**src/rtl/param_exact_matcher.sv**
```systemverilog
// Exact-match flow-table lookup: hash a header key, probe NUM_WAYS entries of the bucket, return the value.
// Define MATCHER_STATS_EN to add saturating hit/miss counters (hit_cnt_o, miss_cnt_o).
`ifndef HDR_MAX_LEN
`define HDR_MAX_LEN 64
`endif
`ifndef NUM_HEADERS
`define NUM_HEADERS 4
`endif

module param_exact_matcher #(
  parameter int KEY_LEN  = 4,
  parameter int VAL_LEN  = 8,
  parameter int NUM_WAYS = 2,
  parameter int TAG_LEN  = 2
) (
  input  logic                          clk,
  input  logic                          rst,
  input  logic                          start_i,
  input  logic [`HDR_MAX_LEN-1:0][7:0]  pkt_hdr_i,
  input  logic [`NUM_HEADERS-1:0][31:0] parsed_hdrs_i,
  input  logic [3:0]                    cfg_hdr_id_i,
  input  logic [5:0]                    cfg_key_off_i,
  input  logic [7:0]                    cfg_tag_i,
  input  logic [31:0]                   cfg_start_addr_i,
  input  logic [31:0]                   cfg_entry_len_i,
  input  logic                          cfg_counter_i,
  output logic                          mem_ce_o,
  output logic                          mem_we_o,
  output logic [31:0]                   mem_addr_o,
  output logic [3:0]                    mem_width_o,
  output logic [31:0]                   mem_data_o,
  input  logic [31:0]                   mem_data_i,
  input  logic                          mem_ready_i,
  output logic                          hash_start_o,
  output logic [63:0]                   hash_key_o,
  input  logic                          hash_ready_i,
  input  logic [31:0]                   hash_val_i,
  output logic                          ready_o,
  output logic                          is_match_o,
  output logic [2:0]                    way_o,
  output logic [VAL_LEN-1:0][7:0]       flow_val_o
`ifdef MATCHER_STATS_EN
  ,
  output logic [31:0]                   hit_cnt_o,
  output logic [31:0]                   miss_cnt_o
`endif
);

  localparam int KEY_WORDS = (TAG_LEN + KEY_LEN + 3) / 4;
  localparam int VAL_WORDS = VAL_LEN / 4;
  localparam int KEY_BITS  = KEY_WORDS * 32;
  localparam int HDR_IW    = $clog2(`HDR_MAX_LEN);

  typedef enum logic [2:0] {
    IDLE, HASH_WAIT, LOAD_KEY, CMP, LOAD_VAL, STORE_VAL
  } state_t;

  state_t              state;
  logic [KEY_BITS-1:0] key_q;
  logic [KEY_BITS-1:0] entry_key;
  logic [KEY_BITS-1:0] key_next;
  logic [31:0]         start_addr;
  logic [31:0]         entry_len;
  logic                counter_mode;
  logic [31:0]         way_addr;
  logic [31:0]         val_addr;
  logic [31:0]         word0;
  logic [3:0]          cnt;
  logic [2:0]          way;
  logic [31:0]         hdr_off;
  logic [31:0]         key_base;
  logic [31:0]         byte_idx;
  logic [31:0]         bucket_addr;
  logic [31:0]         inc_val;

  function automatic logic [31:0] sat_inc(input logic [31:0] v);
    return (v == 32'hFFFF_FFFF) ? v : v + 32'd1;
  endfunction

  assign mem_width_o = 4'd4;
  assign bucket_addr = start_addr + hash_val_i * 32'(NUM_WAYS) * entry_len;
  // With a single value word the counter source is the word arriving this cycle.
  assign inc_val     = sat_inc((cnt == 4'd0) ? mem_data_i : word0);

  // Key is {tag, zero tag bytes, header bytes, zero pad}, byte 0 in the MSBs.
  always_comb begin
    hdr_off  = '0;
    byte_idx = '0;
    for (int h = 0; h < `NUM_HEADERS; h++)
      if (cfg_hdr_id_i == 4'(h)) hdr_off = parsed_hdrs_i[h];
    key_base = hdr_off + 32'(cfg_key_off_i);
    key_next = '0;
    key_next[KEY_BITS-1 -: 8] = cfg_tag_i;
    for (int i = 0; i < KEY_LEN; i++) begin
      byte_idx = key_base + 32'(i);
      if (byte_idx < 32'(`HDR_MAX_LEN))
        key_next[KEY_BITS-1-8*(TAG_LEN+i) -: 8] = pkt_hdr_i[byte_idx[HDR_IW-1:0]];
    end
  end

  generate
    if (KEY_BITS >= 64) begin : g_hk_trunc
      assign hash_key_o = key_q[KEY_BITS-1 -: 64];
    end else begin : g_hk_pad
      assign hash_key_o = {key_q, {(64-KEY_BITS){1'b0}}};
    end
  endgenerate

  always_ff @(posedge clk) begin
    if (rst) begin
      state        <= IDLE;
      mem_ce_o     <= 1'b0;
      mem_we_o     <= 1'b0;
      mem_addr_o   <= '0;
      mem_data_o   <= '0;
      hash_start_o <= 1'b0;
      ready_o      <= 1'b0;
      is_match_o   <= 1'b0;
      way_o        <= '0;
      flow_val_o   <= '0;
      cnt          <= '0;
      way          <= '0;
    end else begin
      hash_start_o <= 1'b0;
      ready_o      <= 1'b0;
      case (state)
        IDLE: begin
          if (start_i) begin
            key_q        <= key_next;
            start_addr   <= cfg_start_addr_i;
            entry_len    <= cfg_entry_len_i;
            counter_mode <= cfg_counter_i;
            flow_val_o   <= '0;
            is_match_o   <= 1'b0;
            way_o        <= '0;
            way          <= '0;
            cnt          <= '0;
            hash_start_o <= 1'b1;
            state        <= HASH_WAIT;
          end
        end
        HASH_WAIT: begin
          if (hash_ready_i) begin
            way_addr   <= bucket_addr;
            mem_addr_o <= bucket_addr;
            mem_ce_o   <= 1'b1;
            mem_we_o   <= 1'b0;
            cnt        <= '0;
            state      <= LOAD_KEY;
          end
        end
        LOAD_KEY: begin
          if (mem_ready_i) begin
            for (int w = 0; w < KEY_WORDS; w++)
              if (cnt == 4'(w)) entry_key[KEY_BITS-1-32*w -: 32] <= mem_data_i;
            // Address holds on the last key word so CMP never re-requests a fresh word.
            if (cnt == 4'(KEY_WORDS-1)) begin
              cnt   <= '0;
              state <= CMP;
            end else begin
              cnt        <= cnt + 4'd1;
              mem_addr_o <= mem_addr_o + 32'd4;
            end
          end
        end
        CMP: begin
          if (entry_key == key_q) begin
            mem_addr_o <= way_addr + 32'(4*KEY_WORDS);
            val_addr   <= way_addr + 32'(4*KEY_WORDS);
            state      <= LOAD_VAL;
          end else if (way != 3'(NUM_WAYS-1)) begin
            way        <= way + 3'd1;
            way_addr   <= way_addr + entry_len;
            mem_addr_o <= way_addr + entry_len;
            state      <= LOAD_KEY;
          end else begin
            mem_ce_o   <= 1'b0;
            ready_o    <= 1'b1;
            is_match_o <= 1'b0;
            state      <= IDLE;
          end
        end
        LOAD_VAL: begin
          if (mem_ready_i) begin
            for (int w = 0; w < VAL_WORDS; w++)
              if (cnt == 4'(w))
                for (int b = 0; b < 4; b++)
                  flow_val_o[4*w+b] <= mem_data_i[31-8*b -: 8];
            if (cnt == 4'd0) word0 <= mem_data_i;
            if (cnt == 4'(VAL_WORDS-1)) begin
              if (counter_mode) begin
                for (int b = 0; b < 4; b++) flow_val_o[b] <= inc_val[31-8*b -: 8];
                mem_we_o   <= 1'b1;
                mem_addr_o <= val_addr;
                mem_data_o <= inc_val;
                state      <= STORE_VAL;
              end else begin
                mem_ce_o   <= 1'b0;
                ready_o    <= 1'b1;
                is_match_o <= 1'b1;
                way_o      <= way;
                state      <= IDLE;
              end
            end else begin
              cnt        <= cnt + 4'd1;
              mem_addr_o <= mem_addr_o + 32'd4;
            end
          end
        end
        STORE_VAL: begin
          if (mem_ready_i) begin
            mem_ce_o   <= 1'b0;
            mem_we_o   <= 1'b0;
            ready_o    <= 1'b1;
            is_match_o <= 1'b1;
            way_o      <= way;
            state      <= IDLE;
          end
        end
        default: state <= IDLE;
      endcase
    end
  end

`ifdef MATCHER_STATS_EN
  always_ff @(posedge clk) begin
    if (rst) begin
      hit_cnt_o  <= '0;
      miss_cnt_o <= '0;
    end else if (ready_o) begin
      if (is_match_o) hit_cnt_o  <= sat_inc(hit_cnt_o);
      else            miss_cnt_o <= sat_inc(miss_cnt_o);
    end
  end
`endif

endmodule

```
**config.mk**
```make
export PLATFORM = sky130hd
export DESIGN_NAME = param_exact_matcher
export DESIGN_NICKNAME = d
export VERILOG_FILES = /design/src/rtl/param_exact_matcher.sv
export SDC_FILE = /design/constraint.sdc
export NUM_CORES = 2
export LEC_CHECK = 0
export ABC_AREA = 1
export CORE_AREA = 3 3 383 385
export CTS_CLUSTER_DIAMETER = 150
export DETAILED_ROUTE_END_ITERATION = 10
export DIE_AREA = 0 0 386 388
export PLACE_DENSITY = 0.71
export SLEW_MARGIN = 20
export SYNTH_ARGS = -nofsm -noshare
export SYNTH_HDL_FRONTEND = slang
export SYNTH_SLANG_ARGS = --single-unit
```
**constraint.sdc**
```tcl
create_clock -name clk -period 30.7 [get_ports clk]
set_clock_uncertainty 0.05 [all_clocks]
set_input_delay 9.21 -clock clk [delete_from_list [all_inputs] [get_ports clk]]
set_output_delay 9.21 -clock clk [all_outputs]
set_load 0.02 [all_outputs]
```
# == Yosys cells after proc, flatten, opt, wreduce, memory -nomap -nowiden ==
# Index checks and enable logic that the tools add are counted.
# op_classes
n_addsub,11
n_mul,1
order_cmp,8
n_eq_ne,28
mux,86
bitwise,2
reduce_logical,30
# op_table
cell,n
$mux 32,19
$bmux 8 s6,4
$lt 32x7->1 const B,4
$mux 64,2
$pmux 32 s4,1
$pmux 64 s2,1
$add 32x1->32 const B,2
$add 32x2->32 const B,2
$add 32x32->32,2
$eq 64x64->1,1
$pmux 32 s2,1
$mux 3,16
$add 32x3->32 const B,1
$add 32x4->32 const B,1
$add 32x6->32,1
$eq 32x32->1 const B,1
$mul 31x32->31,1
$mux 8,4
$lt 6x7->1 const B,4
$ne 2x2->1 const B,14
$mux 4,6
$mux 1,23
$reduce_and 4->1,5
$pmux 3 s6,1
27 further kinds,49
# totals
regBits,411
input_bits,792
output_inout_bits,204
elab_cells,198

# == Depth between registers and ports, before layout ==
# logic_depth
ltp_word,9
depth_mapped,41
depth_no_buf,39

# == Worst setup path after synthesis ==
# OpenSTA, ideal clock, no wires.
# synth_path
kind,input-to-reg
startpoint,input port hash_val_i[4]
endpoint,register way_addr[31] (data pin)
setup_ns,0.268
arrival_ns,16.754
required_ns,30.382
slack_ns,13.628
cell_stages,35
path_cell_list,clkbuf_1 -> clkbuf_1 -> nand2_1 -> inv_1 -> fa_1 -> fa_1 -> fa_1 -> inv_1 -> fa_1 -> inv_1 -> fa_1 -> inv_1 -> fa_1 -> inv_1 -> fa_1 -> fa_1 -> ha_1 -> nand2_1 -> o21ai_0 -> a21boi_0 -> o21ai_0 -> a21oi_1 -> o21ai_0 -> xor2_1 -> ha_1 -> inv_1 -> nor3_1 -> nand2_1 -> nor4_1 -> nand2_1 -> o2111ai_1 -> xor2_1 -> inv_1 -> nand2_1 -> a31oi_1
# synth_between
elab_chain_len,4
# synth_rtl
element,line_no,text
start: declaration,37,"input logic [31:0] hash_val_i,"
$mul 31x32->31,81,assign bucket_addr = start_addr + hash_val_i * 32'(NUM_WAYS) * entry_len;
$add 32x32->32,81,
$mux 32,143,if (hash_ready_i) begin
$pmux 32 s2,126,case (state)
end signal: assignment,144,way_addr <= bucket_addr;
end signal: assignment,173,way_addr <= way_addr + entry_len;
end: declaration,65,logic [31:0] way_addr;
# Every way passes these cells. The select of a mux whose other input is x is not followed.
# A chain may end at the register's enable or synchronous reset.

# == Final worst setup path ==
# layout_path
startpoint,input port hash_val_i[6]
endpoint,register mem_addr_o[31]
# layout_between
elab_chain_len,4
# layout_rtl
element,line_no,text
$mul 31x32->31,81,
$add 32x32->32,81,
$mux 32,143,
$pmux 32 s4,126,
end signal: assignment,145,mem_addr_o <= bucket_addr;
end signal: assignment,162,mem_addr_o <= mem_addr_o + 32'd4;
end signal: assignment,168,mem_addr_o <= way_addr + 32'(4*KEY_WORDS);
end: declaration,29,"output logic [31:0] mem_addr_o,"
# Every way passes these cells. The select of a mux whose other input is x is not followed.

==> flow_summary_export.csv <==
group,metric,value,unit
status,status,"finished, final reports clean",
place,finalWeightedCongestion,1.063,
sta,finalCritPeriodShare,0.6051,
clock_tree,post_cts_buffers,0,
yosys,syn-instance-count,8442,
setup_path,cp_slowest_cell,"clkdlybuf4s50_1",
min_path,hold_class,"reg2reg",
layout,nets,10440,
place,io_buffers,966,
routing,dr.pass1.iters,6,
clock_tree,cts_tree,"done",
die,start_util,0.3984,
yosys,syn_area_per_cell,6.771,µm²
setup_path,cp-end-kind,"flop",
clock_tree,cts_buffers,45,
routing,dr_total_vias,63400,
yosys,yosys-top-cells-area,"edfxtp_1 (14%), fa_1 (13%), nand2_1 (12%)",
yosys,yosysSeqAreaShare,0.1904,
setup_path,worstPathRequired,31230,ps
global_route,grt_max_degree,230,
setup_path,ff2ff_path_depth,39,
sta,slew_viol_final,0,
layout,final_common_cell,"nand2_1",
setup_path,arrival,19100,ps
die,boundaryPins,996,
layout,final_cell_mix,"nand2_1 (1,867), inv_1 (1,291), clkdlybuf4s50_1 (963)",
global_route,grt-ovfl-total,0,
setup_path,worstSetupStartpointType,"primary input",
die,die_height,388,µm
die,coreArea,0.1435,mm²
place,place_ws,11480,ps
routing,post_drt_wl_per_cell,27.31,µm
die,num_rows,139,
routing,routed_wl,303800,µm
global_route,grt_use_total,0.3921,
yosys,synth_top_area_frac,0.1392,
yosys,yosysTopAreaCell,"edfxtp_1",
global_route,grt_pass1_wl,425200,µm
routing,drc_errors,0,
yosys,syn_area,0.05716,mm²
yosys,synth.yosys.warnings,0,
sta,tightest_slew,1355,ps
clock_tree,htreeDepth,2,
sta,setup_tns,0,ps
place,dp_hpwl,249400,µm
setup_path,cp_num_buf_inv,6,
sta,rsz0062_at_grt,"no",
clock_tree,cts-root-buf,"clkbuf_16",
job,maxCapViolCount,0,
setup_path,r2r_slack,21140,ps
routing,vias_per_cell,5.700,
sta,slew_headroom,0.08687,
clock_tree,hold_buffers,0,
yosys,synthDistinctLibCells,73,
layout,drive_above_1_share,0.05156,
yosys,synth_ff_type,"edfxtp_1",
sta,setup_ws,12120,ps
sta,hold_viol_final,0,
yosys,synthArstFlopShare,0,
clock_tree,clock-sinks,411,
yosys,synth_enable_flop_cells,265,
clock_tree,clk_pin_slew,60,ps
setup_path,worstPathMaxFanout,25,
sta,fmax,0.05384,GHz
global_route,grt_pass1_vias,59830,
die,die_w,386,µm
setup_path,r2r-start,"entry_len[4]",
sta,finalCriticalPeriod,18580,ps
layout,syn_to_final_growth,22.46,%
setup_path,endpoint,"mem_addr_o[31]",
yosys,ys_seq_elements,411,
setup_path,regToRegEndpoint,"mem_addr_o[31]",
sta,setup_viol,0,
clock_tree,clk-insertion-delay-late,650,ps
clock_tree,cts_buffer_depth,3,
setup_path,worstSetupStartpoint,"hash_val_i[6]",
setup_path,cpPeakStageDelay,1170,ps
setup_path,worstSetupPathType,"in2reg",
global_route,antenna_found_initial,141,
layout,fill_cells,14390,
routing,dr.first_iter.drc_count,7343,
setup_path,cp.depth,39,
die,die-area,0.1498,mm²
clock_tree,cts_resized,0,
setup_path,cp_top_family,"adder cells",
setup_path,cp_common_cell,"nand2_1",
routing,detail-route-antenna-nets,0,
sequential cells by signal, indices dropped and copies added (netlist names):
name / cells
mem_data_o: 32
mem_we_o: 1
flow_val_o: 64
ready_o: 1
way_addr: 32
cnt: 4
state: 3
entry_key: 64
start_addr: 32
hash_start_o: 1
counter_mode: 1
word0: 32
entry_len: 32
val_addr: 32
mem_ce_o: 1
way: 3
hash_key_o: 40
mem_addr_o: 32
is_match_o: 1
way_o: 3
layout make-up:
cell class | instances | area [µm²] | share of cell area
Clock inverter | 18 | 249.0 | 0.003557
Antenna cell | 123 | 307.8 | 0.004397
Inverter | 1328 | 4999 | 0.07141
Tap cell | 1903 | 2381 | 0.03402
Sequential cell | 411 | 10880 | 0.1554
Clock buffer | 66 | 1355 | 0.01936
Timing Repair Buffer | 1065 | 10430 | 0.1489
Multi-Input combinational cell | 6209 | 39400 | 0.5629
Yosys cell counts, drive strengths merged (8+ instances only):
cell,instances
nand2,1924
nor3,127
a311oi,14
o32a,15
a21boi,8
o2111ai,14
edfxtp,265
mux2i,146
nand3b,25
a31oi,35
a21o,8
o32ai,17
nor2,779
o221ai,27
nand3,299
or2,68
o211ai,162
ha,201
a211oi,116
o31ai,48
o21ai,880
o22ai,31
nand4,84
fa,383
clkbuf,414
o311ai,26
clkinv,8
a221oi,10
inv,1320
dfxtp,146
xor2,171
buf,106
nor4,29
xnor2,96
a21oi,398
kinds of logic after synthesis:
kind of cell	count (synthesis)	share of synthesized area
AOI/OAI and AO/OA	1838	0.1878
xor gates and xnor gates	267	0.04104
DFF	411	0.1904
other	2	0.0001314
and+or+nand+nor	3344	0.2509
muxes	148	0.02596
adders and majority gates	584	0.1781
buffers and inverters	1848	0.1258
metrics by stage:
step | std cells | hold slack [ps] | cell area, µm² | util
CTS | 11000 | 374.9 | 69690 | 0.4857
floorplan | 8468 | 404.7 | 57260 | -
detailed placement | 10920 | 401.3 | 68090 | 0.4745
finish | 11120 | 388.4 | 70000 | 0.4878
global placement | 10920 | 397.6 | 68090 | 0.4745
global route | 11070 | 394.8 | 69870 | 0.4870
layer usage:
metal  global-route usage  vias to the layer above  share of wire
met5                    0                        -        0.00049
met4               0.3342                       24          0.098
met3              0.08496                      806          0.097
met2               0.6067                     3603           0.45
met1               0.4600                    30140           0.36
li1                     -                    28830              -
worst min-delay path by stage:
stage | start | endpoint | slack [ps] | cells past startpoint
4_1_cts | way_addr[0] | val_addr[0] | 370 | 0
2_1_floorplan | way_addr[2] | val_addr[2] | 400 | 0
5_1_grt | way_addr[0] | val_addr[0] | 390 | 0
6_report | way_addr[0] | val_addr[0] | 390 | 0
3_5_place_dp | flow_val_o[36] | flow_val_o[36] | 400 | 2
3_3_place_gp | mem_ce_o | mem_ce_o | 400 | 2
Power is not shown: default switching activity piles up to over one toggle a cycle in this logic, so the estimate is an artifact.
